--- config.mk ---
export PLATFORM = sky130hd
export DESIGN_NAME = if_id_buffer
export DESIGN_NICKNAME = d
export VERILOG_FILES = /design/src/rtl/if_id_buffer_pkg.sv /design/src/rtl/if_id_buffer_ring_ptr.sv /design/src/rtl/if_id_buffer.sv
export SDC_FILE = /design/constraint.sdc
export NUM_CORES = 1
export LEC_CHECK = 0
export CORE_UTILIZATION = 59
export CTS_BUF_LIST = sky130_fd_sc_hd__clkbuf_4 sky130_fd_sc_hd__clkbuf_8 sky130_fd_sc_hd__clkbuf_16
export CTS_CLUSTER_SIZE = 20
export DETAILED_ROUTE_END_ITERATION = 8
export PLACE_DENSITY_LB_ADDON = 0.12
export SLEW_MARGIN = 20
export SYNTH_ARGS = -nofsm -noshare
export SYNTH_HDL_FRONTEND = slang
export SYNTH_HIERARCHICAL = 1
export SYNTH_SLANG_ARGS = --single-unit
--- constraint.sdc ---
create_clock -name clk -period 9.6 [get_ports clk]
set_input_delay 0.96 -clock clk [delete_from_list [all_inputs] [get_ports clk]]
set_output_delay 0.96 -clock clk [all_outputs]
set_load 0.01 [all_outputs]
--- src/rtl/if_id_buffer_pkg.sv ---
// Shared definitions for the IF/ID instruction buffer: default widths,
// the bubble word and the polarity constants used by its control logic.
package if_id_buffer_pkg;

  localparam int DefAddrW = 32;
  localparam int DefInstW = 32;

  localparam logic [31:0] ZeroWord  = 32'h0000_0000;
  localparam logic        RstEnable = 1'b1;
  localparam logic        True_v    = 1'b1;

endpackage

--- src/rtl/if_id_buffer_ring_ptr.sv ---
// Modulo-DEPTH ring pointer with synchronous clear and increment.
// DEPTH is a power of two, so the natural binary rollover is the wrap.
module ring_ptr
  import if_id_buffer_pkg::*;
#(
  parameter int DEPTH = 4
) (
  input  logic                       clk,
  input  logic                       rst,
  input  logic                       i_clear,
  input  logic                       i_inc,
  output logic [$clog2(DEPTH)-1:0]   o_ptr
);

  localparam int PtrW = $clog2(DEPTH);

  logic [PtrW-1:0] r_ptr;

  always_ff @(posedge clk) begin
    if (rst == RstEnable || i_clear == True_v) begin
      r_ptr <= '0;
    end else if (i_inc == True_v) begin
      r_ptr <= r_ptr + PtrW'(1);
    end
  end

  assign o_ptr = r_ptr;

endmodule

--- src/rtl/if_id_buffer.sv ---
// DEPTH-entry pc/instruction FIFO between fetch and decode with valid/ready
// handshakes on both sides and a single-cycle flush for redirects.
module if_id_buffer
  import if_id_buffer_pkg::*;
#(
  parameter int ADDR_W = DefAddrW,
  parameter int INST_W = DefInstW,
  parameter int DEPTH  = 4
) (
  input  logic                         clk,
  input  logic                         rst,
  input  logic                         flush,
  input  logic                         if_valid,
  input  logic [ADDR_W-1:0]            if_pc,
  input  logic [INST_W-1:0]            if_inst,
  output logic                         if_ready,
  output logic                         id_valid,
  output logic [ADDR_W-1:0]            id_pc,
  output logic [INST_W-1:0]            id_inst,
  input  logic                         id_ready,
  output logic [$clog2(DEPTH+1)-1:0]   count
);

  localparam int PtrW = $clog2(DEPTH);
  localparam int CntW = $clog2(DEPTH + 1);

  logic [ADDR_W-1:0] r_pc   [DEPTH];
  logic [INST_W-1:0] r_inst [DEPTH];
  logic [CntW-1:0]   r_cnt;

  logic [PtrW-1:0]   w_wp;
  logic [PtrW-1:0]   w_rp;
  logic              w_full;
  logic              w_empty;
  logic              w_enq;
  logic              w_deq;
  logic              w_kill;

  // Full/empty come from the explicit counter so DEPTH entries is unambiguous
  // and if_ready never depends combinationally on id_ready.
  assign w_full  = (r_cnt == CntW'(DEPTH));
  assign w_empty = (r_cnt == '0);
  assign w_kill  = (rst == RstEnable) || (flush == True_v);
  assign w_enq   = if_valid && !w_full && !w_kill;
  assign w_deq   = id_ready && !w_empty && !w_kill;

  ring_ptr #(.DEPTH(DEPTH)) u_wp (
    .clk     (clk),
    .rst     (rst),
    .i_clear (flush),
    .i_inc   (w_enq),
    .o_ptr   (w_wp)
  );

  ring_ptr #(.DEPTH(DEPTH)) u_rp (
    .clk     (clk),
    .rst     (rst),
    .i_clear (flush),
    .i_inc   (w_deq),
    .o_ptr   (w_rp)
  );

  always_ff @(posedge clk) begin
    if (w_kill) begin
      r_cnt <= '0;
    end else if (w_enq && !w_deq) begin
      r_cnt <= r_cnt + CntW'(1);
    end else if (w_deq && !w_enq) begin
      r_cnt <= r_cnt - CntW'(1);
    end
  end

  // Storage needs no reset: stale slots are hidden by the zeroing mux below.
  always_ff @(posedge clk) begin
    if (w_enq) begin
      r_pc[w_wp]   <= if_pc;
      r_inst[w_wp] <= if_inst;
    end
  end

  assign if_ready = !w_full;
  assign id_valid = !w_empty;
  assign id_pc    = id_valid ? r_pc[w_rp]   : ADDR_W'(ZeroWord);
  assign id_inst  = id_valid ? r_inst[w_rp] : INST_W'(ZeroWord);
  assign count    = r_cnt;

endmodule

Word level (Yosys, flattened, before mapping)
Memory sizes are Yosys's and may differ from the RTL's. A register that Yosys moved wholly into a read port is not among the register bits.
Index checks and enable logic that the tools add are counted.
{ "op_classes": {"n_eq_ne": 1, "addsub": 4, "reduce_logical": 14, "muxes": 10} }
{ "ops": {"columns": ["cell", "n"], "rows": [
  ["32-bit 2-to-1 mux", 2],
  ["2-bit 2-to-1 mux", 4],
  ["1-bit logical AND", 6],
  ["3-bit 2-to-1 mux", 2],
  ["1-bit logical NOT", 5],
  ["2-bit by 1-bit adder with 2-bit output (second input constant)", 2],
  ["3-bit by 1-bit adder with 3-bit output (second input constant)", 1],
  ["3-bit == test (second input constant)", 1],
  ["3-bit logical NOT", 1],
  ["3-bit by 1-bit subtractor with 3-bit output (second input constant)", 1],
  ["1-bit 2-to-1 mux", 2],
  ["2-bit nonzero test", 1],
  ["1-bit logical OR", 1]
]} }
{ "word_totals": {"word_cells": 34, "output_inout_bits": 69, "ram_bits": 256, "mem_count": 2, "in_bits": 69, "regBits": 7} }
{ "mem_list": {"columns": ["name", "words", "word_bits", "read_ports", "rd_clocked_by_memory_dff", "wr", "line_no", "rtl"], "rows": [
  ["r_inst", 4, 32, 1, 1, 1, "if_id_buffer.sv:28", "logic [INST_W-1:0] r_inst [DEPTH];"],
  ["r_pc", 4, 32, 1, 1, 1, "if_id_buffer.sv:27", "logic [ADDR_W-1:0] r_pc [DEPTH];"]
]} }

Depth between registers and ports, before layout
{ "logic_depth": {"word_depth": 8, "ltp_mapped": 9, "mapped_depth_nobuf": 9} }

Modules after synthesis
Netlist, hierarchy kept.
{ "modules_own_cells": {"columns": ["mod", "seq_area_each_um2", "cells_per_inst", "area_each_um2", "n_inst"], "rows": [
  ["if_id_buffer", 7747.4, 430, 9957.0, 1],
  ["ring_ptr", 40.0, 7, 83.8, 2]
]} }

Worst setup path after synthesis
OpenSTA, ideal clock, no wires.
{ "synth_path": {"path_type": "input -> register", "startpoint": "input port flush", "endpoint": "memory r_inst[2][0] (netlist bit) (enable)", "n_path_buf": 0, "setup_time_ns": 0.578, "arrival_time_ns": 5.960, "slack_ns": 3.061, "path_stages": 3, "t_required_ns": 9.022, "path_cell_list": "nor2_1 > nand3_2 > nor3b_1"} }
{ "synth_between": {"elab_chain_cells": 5} }
{ "synth_rtl": {"columns": ["item", "line_no", "rtl"], "rows": [
  ["start, declared", "if_id_buffer.sv:12", "input logic flush,"],
  ["1-bit logical OR", "if_id_buffer.sv:43", "assign w_kill = (rst == RstEnable) || (flush == True_v);"],
  ["1-bit logical NOT", "if_id_buffer.sv:44", "assign w_enq = if_valid && !w_full && !w_kill;"],
  ["1-bit logical AND", "if_id_buffer.sv:44", null],
  ["1-bit 2-to-1 mux", "if_id_buffer.sv:75", "if (w_enq) begin"],
  ["1-bit 2-to-1 mux (implied by the code)", "if_id_buffer.sv:77", "r_inst[w_wp] <= if_inst;"],
  ["end, declared", "if_id_buffer.sv:28", null]
]} }
Every way passes these cells.

==> reports/qor.yml <==
synth_cell_types: 29
holdPathStages: 2
dpl_cell_area_sq_um: 11600
post_cts_buffers: 0
numCtsBuffers: 26
core-area_sq_um: 16600
grt_pass1_vias: 5043
num_rows: 47
drv_slew: 0
regArea_sq_um: 7840
drtPass1Iterations: 5
powerDensity_nw_per_um2: 188
grt_first_pass_wirelength_um: 27600
cp-startpoint: "u_rp/o_ptr[0]$_SDFFE_PP0P_"
drive_gt1_share_pct: 19.3
drt_iter0_markers: 255
yosysTopAreaCellShare_pct: 75.9
synth-async-reset-ratio_pct: 0
rsz0062_at_grt: "no"
crit_path_max_incr_delay_ns: 0.73
detail_route.wl_per_cell_um: 21.1
dp_cells: 785
worstSetupPathType: "reg -> out"
cts_root_buf: "clkbuf_16"
cp-end-kind: "output pin"
synth_nets: 515
fin_cells: 832
synth-seq-cells: 263
reg2reg_from: "count[0]$_SDFFE_PP0P_"
synthTopCellsByArea: "edfxtp_1 (76%), mux4_2 (13%), and2_1 (4.0%)"
drt-total-wl_um: 17600
path_max_fanout: 41
period_share_pct: 43.9
syn_area_sq_um: 10100
fmax_mhz: 238
clockBufferDepth: 3
hp-start: "count[2]$_SDFFE_PP0P_"
die_x_um: 133
viasPerCell: 5.67
synth_warnings: 6
worstMarginPinSlew_ns: 0.993
cellLeakagePower_nw: 3.94
stdcell_area_sq_um: 12500
vdd_drop_max_uv: 166
finalSetupViolations: 0
fillers: 940
n_antenna_cell: 0
crit_chain: "buf_4, mux4_2, and2_1, clkdlybuf4s50_1"
die_y_um: 133
drcViolationCount: 0
final_core_util_pct: 75.0
io_buffers: 137
hold_violations: 0
finalSetupTns_ns: 0
initial_core_util_pct: 60.8
multi_input_area_sq_um: 2120
post-dp-hpwl_um: 9580
htreeDepth: 1
routabilityCongestion: 0.720
tritoncts: "built"
vias: 4719
antenna_found_initial: 0
num-nets-final: 664
post-synth-top-area-cell: "edfxtp_1"
ff2ff_path_depth: 8
setup_slack_ns: 5.39
crit_family: "buffers and inverters"
maxCapViolations: 0
status: "complete, no violations"
crit_buf_inv: 2
synth-main-ff-cell: "edfxtp_1"
min_path_type: "reg -> reg"
cts_resized: 0
slew_headroom_pct: 33.8
die_area_sq_um: 17700
syn2layout_area_growth_pct: 23.3
dp_worst_setup_slack_ns: 5.81
post-route-min-period_ns: 4.21
grt_overflow: 0
grt_use_total_pct: 21.0
clock_skew_ns: 0.00748
ant_nets: 0
cts_hold_buf: 0
clkSlewWorstSetupHoldPaths_ns: 0.06
worstPathArrival_ns: 3.25
cts.sinks: 263
required_ns: 8.64
clk_latency_ns: 0.51
synth_edf_count: 256
avgSynthCellArea_sq_um: 22.8
io-pin-count: 138
syn_inst: 444
ys_seq_area_share_pct: 77.3
cp-start-kind: "flop"
cp_slowest_cell: "buf_4"
cp.depth: 4
grt_max_degree: 67
## cell families after synthesis
group / share of synthesized area, %
multiplexers: 14.5
AO/OA/AOI/OAI: 0.568
buffers and inverters: 2.01
flip-flops: 77.3
XOR/XNOR: 0.346
adder cells (fa/ha/maj): 0.321
AND/OR/NAND/NOR: 4.96
## per-stage QoR
stage | hold WS (ns) | total power, mW
2_1_floorplan | 0.524 | 1.33
6_report | 0.582 | 2.35
3_5_place_dp | 0.561 | 1.40
4_1_cts | 0.579 | 2.37
5_1_grt | 0.609 | 2.41
3_3_place_gp | 0.508 | 1.40
## layer usage
layer  GRT usage, %  vias up  share of wire, %
met5              0        -                 0
met4           5.81        0               2.1
met3           4.41       28               6.7
met2           35.5      165                51
met1           27.9     2400                40
li1               -     2126                 -
## sequential cells by signal, indices dropped and copies added (netlist names)
name        cells
count           3
r_pc          128
r_inst        128
u_rp/o_ptr      2
u_wp/o_ptr      2
## final timing paths
path	to	slack [ns]
max	id_inst[24]	5.39
min	count[2]$_SDFFE_PP0P_	0.58
max reg2reg	count[2]$_SDFFE_PP0P_	6.93
min reg2reg	count[2]$_SDFFE_PP0P_	0.58
## synthesized netlist by cell type (2+ instances only)
cell / instances
dfxtp_1: 7
inv_1: 3
nand3b_1: 2
edfxtp_1: 256
mux4_1: 4
and2_1: 64
buf_12: 6
mux4_2: 60
clkbuf_1: 7
a21bo_1: 2
buf_2: 6
a211oi_2: 2
xor2_1: 2
nor3_1: 5
nor3b_1: 2
xnor2_1: 2
or3_1: 2
## cell type report
| type | instances | area share [%] |
|---|---|---|
| Sequential cell | 263 | 62.7 |
| Clock buffer | 33 | 5.77 |
| Inverter | 3 | 0.0902 |
| Timing Repair Buffer | 142 | 11.3 |
| Multi-Input combinational cell | 157 | 17.0 |
| Clock inverter | 14 | 0.942 |
| Tap cell | 220 | 2.20 |
## tightest hold or removal path, stage by stage (launching register included)
cell and delay, ns:
dfxtp_1 0.33, o21ai_0 0.09, a21boi_0 0.10
## power by group
part,internal (mW),switching [mW],total [mW]
combinational,0.0597,0.0450,0.105
clock,0.583,0.387,0.970
sequential,1.27,0.00318,1.27
total,1.91,0.436,2.35
## cell usage in the layout (no fill, tap or decap), types with 2 or more instances in the layout
cell type / n
edfxtp_1: 256
buf_4: 5
clkinv_1: 5
mux4_2: 60
and2_1: 64
a21bo_1: 2
clkbuf_16: 27
mux4_1: 4
inv_1: 3
dfxtp_1: 5
xnor2_1: 2
nor3_1: 4
a211oi_2: 2
xor2_1: 2
bufinv_16: 2
clkdlybuf4s50_1: 137
dfxtp_4: 2
clkinv_2: 6
clkbuf_4: 6
nand3b_1: 2
nor3b_2: 2
Power figures use the tool's default switching activity.
